**src/rtl/uart_tx_pkg.sv**
```systemverilog
// rtl/uart_tx_pkg.sv - shared types and constants for the UART transmit path
package uart_tx_pkg;

  localparam int UART_DATA_BITS     = 8;
  localparam int UART_TX_FIFO_DEPTH = 8;

  typedef enum logic [2:0] {IDLE, START, DATA, PARITY, STOP} uart_tx_state_t;

endpackage

```
**src/rtl/uart_tx_fifo.sv**
```systemverilog
// rtl/uart_tx_fifo.sv - synchronous byte FIFO with first-word-fall-through read
module uart_tx_fifo
  import uart_tx_pkg::*;
#(
  parameter int FIFO_DEPTH = UART_TX_FIFO_DEPTH
) (
  input  logic       clock,
  input  logic       reset,
  input  logic       flush,
  input  logic       push,
  input  logic       pop,
  input  logic [7:0] wdata,
  output logic [7:0] rdata,
  output logic       full,
  output logic       empty
);

  localparam int AW = $clog2(FIFO_DEPTH);

  logic [7:0]    mem [FIFO_DEPTH];
  logic [AW-1:0] wr_ptr;
  logic [AW-1:0] rd_ptr;
  logic [AW:0]   count;
  logic          do_push;
  logic          do_pop;

  assign full    = (count == (AW+1)'(FIFO_DEPTH));
  assign empty   = (count == '0);
  assign rdata   = mem[rd_ptr];
  assign do_pop  = pop && !empty;
  // A push into a full FIFO is only legal when the head leaves on the same edge
  assign do_push = push && (!full || do_pop);

  always_ff @(posedge clock) begin
    if (do_push && reset && !flush) mem[wr_ptr] <= wdata;
  end

  always_ff @(posedge clock) begin
    if (!reset || flush) begin
      wr_ptr <= '0;
      rd_ptr <= '0;
      count  <= '0;
    end else begin
      if (do_push) wr_ptr <= wr_ptr + AW'(1);
      if (do_pop)  rd_ptr <= rd_ptr + AW'(1);
      case ({do_push, do_pop})
        2'b10:   count <= count + (AW+1)'(1);
        2'b01:   count <= count - (AW+1)'(1);
        default: count <= count;
      endcase
    end
  end

endmodule

```
**src/rtl/uart_tx.sv**
```systemverilog
// rtl/uart_tx.sv - UART transmitter: TX FIFO plus frame serialiser and baud timing
module uart_tx
  import uart_tx_pkg::*;
#(
  parameter int FIFO_DEPTH = UART_TX_FIFO_DEPTH
) (
  input  logic        clock,
  input  logic        reset,
  input  logic        tx_fifo_wr_en,
  input  logic [7:0]  tx_fifo_data,
  input  logic        uart_en,
  input  logic        tx_en,
  input  logic        parity_enable,
  input  logic        parity,
  input  logic        stop_bit,
  input  logic [15:0] baud_rate,
  output logic        tx,
  output logic        tx_fifo_full,
  output logic        tx_fifo_empty,
  output logic        tx_overflow,
  output logic        busy
);

  uart_tx_state_t            state;
  logic [UART_DATA_BITS-1:0] shreg;
  logic [2:0]                bit_idx;
  logic [15:0]               baud_cnt;
  logic [15:0]               div;
  logic                      par_en;
  logic                      par_bit;
  logic                      two_stop;
  logic                      stop_second;
  logic [7:0]                fifo_rdata;
  logic                      bit_end;
  logic                      frame_done;
  logic                      start_ok;
  logic                      pop;

  assign bit_end    = (baud_cnt == div - 16'd1);
  assign frame_done = (state == STOP) && bit_end && (!two_stop || stop_second);
  assign start_ok   = uart_en && tx_en && !tx_fifo_empty;
  assign pop        = start_ok && ((state == IDLE) || frame_done);
  assign busy       = (state != IDLE) || !tx_fifo_empty;

  uart_tx_fifo #(.FIFO_DEPTH(FIFO_DEPTH)) u_fifo (
    .clock (clock),
    .reset (reset),
    .flush (!uart_en),
    .push  (tx_fifo_wr_en && uart_en),
    .pop   (pop),
    .wdata (tx_fifo_data),
    .rdata (fifo_rdata),
    .full  (tx_fifo_full),
    .empty (tx_fifo_empty)
  );

  always_ff @(posedge clock) begin
    if (!reset) begin
      state       <= IDLE;
      tx          <= 1'b1;
      baud_cnt    <= '0;
      shreg       <= '0;
      bit_idx     <= '0;
      div         <= 16'd1;
      par_en      <= 1'b0;
      par_bit     <= 1'b0;
      two_stop    <= 1'b0;
      stop_second <= 1'b0;
      tx_overflow <= 1'b0;
    end else if (!uart_en) begin
      state       <= IDLE;
      tx          <= 1'b1;
      baud_cnt    <= '0;
      stop_second <= 1'b0;
      tx_overflow <= 1'b0;
    end else begin
      tx_overflow <= tx_fifo_wr_en && tx_fifo_full && !pop;
      if (pop) begin
        // Frame settings are captured here so mid-frame CTRL writes wait for the next byte
        shreg       <= fifo_rdata;
        par_en      <= parity_enable;
        par_bit     <= (^fifo_rdata) ^ parity;
        two_stop    <= stop_bit;
        div         <= (baud_rate == 16'd0) ? 16'd1 : baud_rate;
        state       <= START;
        tx          <= 1'b0;
        baud_cnt    <= '0;
        bit_idx     <= '0;
        stop_second <= 1'b0;
      end else if (state == IDLE) begin
        tx <= 1'b1;
      end else if (!bit_end) begin
        baud_cnt <= baud_cnt + 16'd1;
      end else begin
        baud_cnt <= '0;
        case (state)
          START: begin
            state <= DATA;
            tx    <= shreg[0];
          end
          DATA: begin
            if (bit_idx == 3'(UART_DATA_BITS - 1)) begin
              state <= par_en ? PARITY : STOP;
              tx    <= par_en ? par_bit : 1'b1;
            end else begin
              shreg   <= shreg >> 1;
              tx      <= shreg[1];
              bit_idx <= bit_idx + 3'd1;
            end
          end
          PARITY: begin
            state <= STOP;
            tx    <= 1'b1;
          end
          STOP: begin
            tx <= 1'b1;
            if (two_stop && !stop_second) stop_second <= 1'b1;
            else                          state       <= IDLE;
          end
          default: begin
            state <= IDLE;
            tx    <= 1'b1;
          end
        endcase
      end
    end
  end

endmodule
```
**config.mk**
```make
export PLATFORM = sky130hd
export DESIGN_NAME = uart_tx
export DESIGN_NICKNAME = d
export VERILOG_FILES = /design/src/rtl/uart_tx_pkg.sv /design/src/rtl/uart_tx_fifo.sv /design/src/rtl/uart_tx.sv
export SDC_FILE = /design/constraint.sdc
export NUM_CORES = 1
export LEC_CHECK = 0
export ABC_AREA = 1
export ABC_CLOCK_PERIOD_IN_PS = 2970
export BUFFER_PORTS_ARGS = -buffer_cell sky130_fd_sc_hd__buf_4
export CORE_ASPECT_RATIO = 0.5
export CORE_MARGIN = 4
export CORE_UTILIZATION = 55
export DETAILED_ROUTE_END_ITERATION = 12
export HOLD_SLACK_MARGIN = 0.15
export PLACE_DENSITY = 0.76
export RECOVER_POWER = 50
export SYNTH_ARGS = -nofsm -noshare
export SYNTH_HDL_FRONTEND = slang
export SYNTH_SLANG_ARGS = --single-unit
```
**constraint.sdc**
```tcl
create_clock -name clock -period 2.97 [get_ports clock]
set_input_delay 0.4455 -clock clock [delete_from_list [all_inputs] [get_ports clock]]
set_output_delay 0.4455 -clock clock [all_outputs]
set_load 0.02 [all_outputs]
```
== Word level (Yosys, flattened, before mapping) ==
Memory sizes are Yosys's and may differ from the RTL's. A register that Yosys moved wholly into a read port is not among the register bits.
Cells that the tools add are included.
Widths: inputs -> output; s select.

* Memory bits (writable): 64
* Output and inout bits: 5
* Input port bits: 32
* Memories kept: 1
* Flip-flop bits (word level): 62
* Logic and storage cells: 113

* Bitwise operators: 4
* Eq/ne operators: 15
* Muxes and demuxes: 30
* Add/sub/neg operators: 7
* Reduce and logical (&&, ||, !) cells: 41

{| class="wikitable"
|+ Memory list
! name !! words !! bits a word !! rd ports !! clocked after Yosys merged registers in !! wr ports !! line !! text
|-
| u_fifo.mem || 8 || 8 || 1 || 1 || 1 || uart_tx_fifo.sv:20 || <nowiki>logic [7:0] mem [FIFO_DEPTH];</nowiki>
|}

{| class="wikitable"
|+ Operators by type and width
! cell !! count
|-
| $mux 8 || 5
|-
| $mux 16 || 2
|-
| $mux 3 || 10
|-
| $add 16x1->16 const B || 1
|-
| $eq 16x16->1 || 1
|-
| $logic_not 16->1 || 1
|-
| $sub 16x1->16 const B || 1
|-
| $logic_and 1x1->1 || 13
|-
| $pmux 3 s4 || 1
|-
| $reduce_and 4->1 || 3
|-
| $mux 1 || 10
|-
| $add 3x1->3 const B || 3
|-
| $ne 2x2->1 const B || 4
|-
| $pmux 4 s2 || 1
|-
| $reduce_xor 8->1 || 1
|-
| $logic_not 1->1 || 7
|-
| $eq 3x2->1 const B || 2
|-
| $eq 3x3->1 const B || 2
|-
| $ne 3x3->1 const B || 2
|-
| $reduce_bool 2->1 || 3
|-
| $reduce_bool 3->1 || 2
|-
| $logic_or 1x1->1 || 5
|-
| $reduce_and 5->1 || 1
|-
| $add 4x1->4 const B || 1
|-
| 12 further kinds || 15
|}

== Longest topological paths before layout ==
Gate-level depths: netlist of the first run.

* Word-level depth: 13
* Mapped depth: 27
* Depth with buffers taken out: 26

== By module ==
A second synthesis of the first run with hierarchy kept.

* Cell total of the unflattened synthesis: 778
* Area, all modules: 6,487.5 sq um

{| class="wikitable"
|+ By module, submodules not included
! module !! area an instance (sq um) !! cells each !! times used !! sequential area each (sq um)
|-
| uart_tx || 3,279.4 || 514 || 1 || 1,041.0
|-
| uart_tx_fifo || 3,208.1 || 264 || 1 || 2,182.1
|}

== Least setup slack after synthesis of the first run ==
No wires, ideal clock.

* Path kind: reg2reg
* Start point: register div[0]
* End point: register u_fifo.count[3]
* Period minus slack after synthesis: 2.844 ns
* Data required time: 2.855 ns
* Buffers on the path: 1
* Setup time: 0.115 ns
* Slack: 0.126 ns
* Stages on the path, launching flop included: 24
* Arrival time: 2.729 ns
* Path through: dfxtp_1 inv_1 ha_1 or2_2 nand4_1 nor2_1 nand2_1 clkinv_1 nand2_1 nor2_2 nand2_1 nand2_2 nand2_2 buf_6 inv_6 nand2_2 inv_1 ha_1 nand2_1 nand2_1 a31oi_1 nand4_1 a21oi_1 nor2_1

* Cells in the longest elaborated chain, start to end: 11
* Elaborated cells on any way between the ends: 13
* Classes of those cells: 1 x add/sub; 3 x eq/ne; 1 x mux; 8 x reduce/logical

{| class="wikitable"
|+ RTL lines
! element !! line !! text
|-
| start, declared || uart_tx.sv:28 || <nowiki>logic [15:0] div;</nowiki>
|-
| start signal, assigned || uart_tx.sv:84 || <nowiki>div <= (baud_rate == 16'd0) ? 16'd1 : baud_rate;</nowiki>
|-
| $sub 16x1->16 (*) || uart_tx.sv:39 || <nowiki>assign bit_end = (baud_cnt == div - 16'd1);</nowiki>
|-
| $eq 16x16->1 (*) || uart_tx.sv:39 ||
|-
| $logic_and 1x1->1 (*) (2 in a row) || uart_tx.sv:40 || <nowiki>assign frame_done = (state == STOP) && bit_end && (!two_stop || stop_second);</nowiki>
|-
| $logic_or 1x1->1 (*) || uart_tx.sv:42 || <nowiki>assign pop = start_ok && ((state == IDLE) || frame_done);</nowiki>
|-
| $logic_and 1x1->1 (*) || uart_tx.sv:42 ||
|-
| $logic_and 1x1->1 (*) || uart_tx_fifo.sv:30 || <nowiki>assign do_pop = pop && !empty;</nowiki>
|-
| $logic_or 1x1->1 || uart_tx_fifo.sv:32 || <nowiki>assign do_push = push && (!full || do_pop);</nowiki>
|-
| $logic_and 1x1->1 || uart_tx_fifo.sv:32 ||
|-
| $eq 2x1->1 or $eq 2x2->1 (tied branches) || uart_tx_fifo.sv:46 || <nowiki>case ({do_push, do_pop})</nowiki>
|-
| $pmux 4 s2 or $reduce_bool 2->1 (tied branches) || -- ||
|-
| end signal, assigned || uart_tx_fifo.sv:47 || <nowiki>2'b10: count <= count + (AW+1)'(1);</nowiki>
|-
| end signal, assigned || uart_tx_fifo.sv:48 || <nowiki>2'b01: count <= count - (AW+1)'(1);</nowiki>
|-
| end signal, assigned || uart_tx_fifo.sv:49 || <nowiki>default: count <= count;</nowiki>
|-
| end, declared || uart_tx_fifo.sv:23 || <nowiki>logic [AW:0] count;</nowiki>
|}

Every way passes the cells marked *; elsewhere a longest branch is shown, timed or not.
A chain may end at the register's enable or synchronous reset.

== Worst setup path in the final report of the first run ==
* Start point: register div[4]
* End point: register u_fifo.count[3]

Same word-level chain as after synthesis.

==> metrics.md, run 1 <==
| Metric | Value |
|---|---|
| Largest area contributor in the netlist | `edfxtp_1` |
| Synth Warn # | `0` |
| F_max | `around 360 MHz` |
| DP HPWL | `9.18 mm` |
| DIE HEIGHT | `slightly above 80 µm` |
| Number of global-route vias before repair | `4781` |
| Via-per-instance ratio | `5.38` |
| Cell row count | `26` |
| Port buffer count | `36` |
| CP Launch Type | `flip-flop` |
| Global-route wire length before repair | `22.9 mm` |
| Final hold slack | `290 ps` |
| Post-route clock period utilization | `93.3%` |
| Post-synth ARST share | `0%` |
| Global-route total usage across every layer | `23.0%` |
| Final Routed Wirelength | `about 14 mm` |
| Mapped Area | `6110 µm²` |
| Final max-slew violation count | `0` |
| Tightest Pin Transition | `around 590 ps` |
| Starting Density | `58.2%` |
| Diodes inserted | `0` |
| CTS buffer count | `17` |
| Cells after Synth | `between 700 and 800` |
| Die area | `13000 µm²` |
| Die span in x | `157 µm` |
| Clock slew at reported path FFs | `60 ps` |
| Setup Crit Path Kind | `flip-flop to flip-flop` |
| P&R area growth vs syn | `18.0%` |
| Synth Area per Inst | `8.30 µm²` |
| CTS Root Cell | `clkbuf_16` |
| Outcome | `finished, final reports clean` |
| Peak supply drop | `0.000370 V` |
| DRT antenna net count | `0` |
| Sink Count | `129` |
| Layout cells sized above 1 | `14.3%` |
| Flops & latches, synth | `129` |
| Initial antenna violation count | `0` |
| Synth Flop Type | `dfxtp_1` |
| Slew HR | `60.4%` |
| WP data required | `3290 ps` |
| Post-synthesis sequential area ratio | `52.7%` |
| Fin crit period | `2770 ps` |
| H-tree levels | `4` |
| Area share of the largest cell type after synthesis | `31.4%` |
| Final global-route overflow total | `0` |
| Largest cells by area after synthesis | `edfxtp_1 31%, dfxtp_1 21%, nand2_1 9.9%` |
| GP Congestion | `0.901` |
| Clk buf depth | `2` |
| Leakage power figure | `2.95 nW` |
| Worst-Skew Late Latency | `430 ps` |
| WL/cell | `14.8 µm` |
| DR iter-0 viols | `396` |
| # setup viols final | `0` |
| CTS tree | `built` |
| Crit path capture type | `flip-flop` |
| Via Count | `5069` |
| Ports | `37` |
| Core area | `10500 µm²` |
| CP arrival | `~3100 ps` |
| MaxCap Viol Count | `0` |
| Synthesized net count | `around 780` |
| # DRC | `0` |
| Hold Violations, Final | `0` |
| Power Dens Cells | `between 500 and 600 nW/µm²` |
| DP Area | `6590 µm²` |
| Count of flip-flops with a built-in enable after synthesis | `64` |
| Max Fanout on Critical Path | `5` |
| Design area | `7220 µm²` |
| Final Power | `4.27 mW` |
| Largest net degree at the start of global routing | `46` |
| Post-layout net count | `831` |
| Cell variety after synth | `43` |
| Clock skew | `21.7 ps` |
| HP Class | `input pin to flip-flop` |
| Pre-Repair DR Iteration Count | `5` |
[per-stage QoR]
step | util [%] | worst slack [ps] | TNS (ps) | instances
3_5_place_dp | 62.7 | -76.1 | -76.1 | 909
3_3_place_gp | 62.7 | 58.9 | 0 | 909
4_1_cts | 68.2 | 9.50 | 0 | 941
5_1_grt | 68.7 | -48.8 | -292 | 943
6_report | 68.7 | 199 | 0 | 943
2_1_floorplan | - | 126 | 0 | 737
[Yosys cell counts, types with 2 or more instances]
library cell and instances:
buf_2 6, nor2_4 3, nand3b_1 2, a21oi_1 24, inv_1 56, a211oi_1 3
o21ai_0 58, nor3b_1 5, dfxtp_1 65, inv_2 4, a31oi_1 2, o21ai_1 6
clkinv_1 3, ha_1 8, xnor2_1 9, edfxtp_1 64, xor2_1 12, nand4_1 4
buf_6 2, nand2_1 161, clkbuf_1 12, o22ai_1 16, nor4_1 4, nor3_1 14
nor2_1 137, nor2_2 3, nand3_1 31, nand2_2 8
[critical path: stages (launching register included)]
cell	delay, ps
dfxtp_1	380
nor2_2	180
nand2_1	120
nor2_4	120
nand2_1	60
nand3_1	110
nand2_1	70
nor2_1	100
nand2_1	70
nor2_2	140
nand2_2	100
nand2_4	80
nand2_4	70
clkinv_4	80
nand2_4	70
inv_4	70
ha_4	200
nand2_1	60
nand2_1	50
a31oi_2	150
nand4_1	130
a21oi_1	170
nor2_1	60
[metal layers]
layer	wire, µm	global-route usage, %
met1	6390	28.2
met2	6700	40.0
met3	682	5.36
met4	192	9.10
met5	0	0
[sequential cells by signal, indices dropped and copies added (netlist names), 3 cells and up, named ones only]
| name | cells |
|---|---|
| u_fifo.wr_ptr | 3 |
| u_fifo.rd_ptr | 3 |
| u_fifo.mem | 64 |
| u_fifo.count | 4 |
| shreg | 8 |
| bit_idx | 3 |
| div | 16 |
| state | 3 |
| baud_cnt | 16 |
[layout by cell type (no fill, tap or decap), types with 2 or more instances in the layout]
cell type,netlist,layout
a211oi_1,3,3
a21oi_1,24,24
buf_4,0,41
clkbuf_1,12,12
clkbuf_16,0,17
clkinv_1,3,4
clkinv_4,0,3
clkinvlp_4,0,2
dfxtp_1,65,63
dfxtp_2,0,2
edfxtp_1,64,64
ha_1,8,6
ha_4,0,2
inv_1,56,53
inv_2,4,5
inv_4,0,2
inv_6,1,5
inv_8,0,5
nand2_1,161,159
nand2_2,8,6
nand2_4,0,4
nand3_1,31,30
nand3_2,1,2
nand3b_1,2,2
nand4_1,4,4
nor2_1,137,132
nor2_2,3,6
nor2_4,3,5
nor3_1,14,14
nor3b_1,5,5
nor4_1,4,4
o21ai_0,58,58
o21ai_1,6,5
o22ai_1,16,16
xnor2_1,9,9
xor2_1,12,12
[where the power goes]
group | switching [mW] | total, mW | internal [mW] | leakage [nW]
Combinational | 0.234 | 0.377 | 0.143 | 1.58
Sequential | 0.0250 | 1.92 | 1.89 | 1.10
Clock | 0.871 | 1.98 | 1.11 | 0.272
[layout make-up]
class                           instances  area (µm²)
Multi-Input combinational cell        523        2630
Clock inverter                         15         136
Clock buffer                           17         425
Fill cell                             830        3290
Inverter                               64         250
Sequential cell                       129        3230
Tap cell                              140         175
Timing Repair Buffer                   55         372
[final timing paths]
path | from | to | slack, ps | cells past startpoint
max | div[4] | u_fifo.count[3] | 200 | 22
min | baud_rate[10] | div[10] | 290 | 3
max reg2reg | div[4] | u_fifo.count[3] | 200 | 22
min reg2reg | stop_second | stop_second | 470 | 2
[what timing repair did]
item / in CTS / in global routing
setup buffers: 0 / 2
pin swaps: 1 / 8
setup endpoints to repair: 1 / 68
resized for setup: 7 / 23
hold buffers: 0 / 0
cloned: 0 / 0
[logic make-up (layout without fill, tap and decap cells)]
| kind of cell | Yosys count | after routing | share of synthesized area (%) |
|---|---|---|---|
| AO/OA/AOI/OAI | 115 | 115 | 10.3 |
| XOR/XNOR | 22 | 22 | 3.38 |
| adder cells (fa/ha/maj) | 9 | 9 | 1.96 |
| buffers and inverters | 85 | 151 | 5.67 |
| flip-flops | 129 | 129 | 52.7 |
| AND/OR/NAND/NOR | 377 | 377 | 26.0 |
Power figures use the tool's default switching activity.
==> run 2: changes to the inputs <==
Settings changed: RECOVER_POWER 50 to unset.
==> run 2 against run 1 <==
- critical path depth did not move
- sequential share of layout area fell by 0.29 points
- critical endpoint unchanged
- non-clock buffer count did not move
- power barely moved
- critical path type unchanged
- combinational power rose by 2%
- die area did not move
- sequential power barely moved
- highest routed layer unchanged
- fmax fell by 0.35%
- first-iteration DRC count rose by 0.76%
- largest cell class unchanged
- final cell count did not move
==> metrics.md, run 2 (same netlist as run 1, synthesis figures left out) <==
| Metric | Value |
|---|---|
| Port buffer count | `36` |
| Critical Path Max Stage Delay | `370 ps` |
| Clock slew at reported path FFs | `60 ps` |
| CTS buffer count | `17` |
| Ports | `37` |
| Worst-Skew Late Latency | `between 400 and 500 ps` |
| Fin util | `69.1%` |
| Global-route wire length before repair | `22.9 mm` |
| Final Routed Wirelength | `13.9 mm` |
| Peak supply drop | `0.000371 V` |
| Max reg flops | `64` |
| Via Count | `between 5k and 6k` |
| Biggest regs | `u_fifo.mem x64, baud_cnt x16, div x16` |
| Layout cells sized above 1 | `16.1%` |
| Fin crit period | `between 2000 and 3000 ps` |
| HP Class | `input pin to flip-flop` |
| Commonest non-fill, non-tap cells in the layout | `158 x nand2_1, 132 x nor2_1, 64 x edfxtp_1` |
| Hold Violations, Final | `0` |
| H-tree levels | `4` |
| Final Power | `approximately 4.3 mW` |
| # DRC | `0` |
| Worst Path Buf+Inv | `2` |
| CTS tree | `built` |
| Number of global-route vias before repair | `4781` |
| Int Pwr | `between 3 and 4 mW` |
| Worst path slowest cell | `dfxtp_1` |
| DRT antenna net count | `0` |
| Die area | `13000 µm²` |
| Sink Count | `approximately 130` |
| Sequential share of power | `44.9%` |
| DIE HEIGHT | `82.6 µm` |
| DP Cell Count | `a little over 900` |
| Most common cell after layout, fill and taps aside | `nand2_1` |
| Global-route total usage across every layer | `23.0%` |
| Initial antenna violation count | `0` |
| NetSw | `1.12 mW` |
| TNS Setup | `0 ps` |
| Pre-Repair DR Iteration Count | `6` |
| Die span in x | `157 µm` |
| Sw Ratio | `26.3%` |
| Largest net degree at the start of global routing | `between 40 and 50` |
| Crit path capture type | `flip-flop` |
| Clk buf depth | `2` |
| CTS Hold Buffers Added | `0` |
| Power Dens Cells | `588 nW/µm²` |
| Fillers | `817` |
| Slew HR | `a little under three fifths` |
| Starting Density | `58.2%` |
| Design area | `roughly 7300 µm²` |
| F_max | `360 MHz` |
| Register area | `about 3200 µm²` |
| Cell family with most CP delay | `simple AND/OR/NAND/NOR gates` |
| Most frequent CP cell | `nand2_1` |
| Final max-slew violation count | `0` |
| Tightest Pin Transition | `640 ps` |
| CP arrival | `3100 ps` |
| Cell row count | `26` |
| MaxCap Viol Count | `0` |
| Clock skew | `19.7 ps` |
| Post-route clock period utilization | `a little over nine tenths` |
| Via-per-instance ratio | `5.35` |
| Multi-input logic area | `2640 µm²` |
| Diodes inserted | `0` |
| Max Fanout on Critical Path | `5` |
| CTS Root Cell | `clkbuf_16` |
| P&R area growth vs syn | `18.8%` |
| WL/cell | `14.8 µm` |
| DP Area | `approximately 6600 µm²` |
| Post-layout net count | `between 800 and 900` |
| Outcome | `finished, final reports clean` |
| Gate power share | `9.0%` |
| DP HPWL | `9.18 mm` |
| GP Congestion | `~0.9` |
| CP cell instances | `nor2_2, nand2_1, nor2_4, nand2_1, nand3_1, nand2_1, nor2_1, nand2_1, nor2_2, nand2_2, nand2_4, nand2_4, clkinv_4, nand2_4, inv_4, ha_4, nand2_1, nand2_1, a31oi_2, nand4_1, a21oi_1, nor2_1` |
| Core area | `~11000 µm²` |
| Final global-route overflow total | `0` |
| R2R Setup Slk | `190 ps` |
| # setup viols final | `0` |
| WP data required | `3290 ps` |
| Clk pwr share | `46.1%` |
| CP Launch Type | `flip-flop` |
| Setup Crit Path Kind | `flip-flop to flip-flop` |
| DR iter-0 viols | `399` |
| Largest Register | `u_fifo.mem` |
| Non-Filler Instances | `between 900 and 1k` |
| Leakage power figure | `3.00 nW` |
-- run 2: cell types whose count changed in the layout (fill, tap and decap cells not counted) --
cell	previous run	this run
buf_4	41	54
clkbuf_1	12	0
clkbuf_4	1	0
inv_1	53	52
inv_2	5	6
nand2_1	159	158
nand2_2	6	7
-- run 2: metal layers --
metal	up-vias	GRT usage, %	wire length (µm)
met5	-	0	0
met4	0	9.10	201
met3	21	5.36	736
met2	141	40.0	6680
met1	2324	28.2	6310
li1	2558	-	-
-- run 2: timing repair --
item / CTS / global route
setup endpoints to repair: 1 / 68
setup buffers: 0 / 2
resized for setup: 7 / 23
pin swaps: 1 / 8
-- run 2: metrics by stage --
step	hold slack, ps	worst slack [ps]
2_1_floorplan	433	126
6_report	246	189
4_1_cts	235	9.50
5_1_grt	251	-48.8
3_3_place_gp	450	58.9
3_5_place_dp	458	-76.1
-- run 2: final cells by class --
| class | instances | area share [%] |
|---|---|---|
| Clock buffer | 17 | 5.86 |
| Sequential cell | 129 | 44.4 |
| Clock inverter | 15 | 1.88 |
| Tap cell | 140 | 2.41 |
| Timing Repair Buffer | 55 | 5.74 |
| Inverter | 64 | 3.44 |
| Multi-Input combinational cell | 523 | 36.3 |
-- run 2: worst paths after layout --
kind              startpoint                to  cells past startpoint
min reg2reg      stop_second       stop_second                      2
min          tx_fifo_data[4]  u_fifo.mem[4][4]                      1
max reg2reg           div[4]   u_fifo.count[3]                     22
max                   div[4]   u_fifo.count[3]                     22
-- run 2: power by group through the flow --
stage / clock network (mW) / registers, mW / logic, mW
floorplan: 0 / 1.95 / 0.243
global placement: 0 / 1.95 / 0.345
detailed placement: 0 / 1.95 / 0.351
CTS: 2.00 / 1.92 / 0.357
global route: 2.09 / 1.92 / 0.433
finish: 1.97 / 1.92 / 0.384
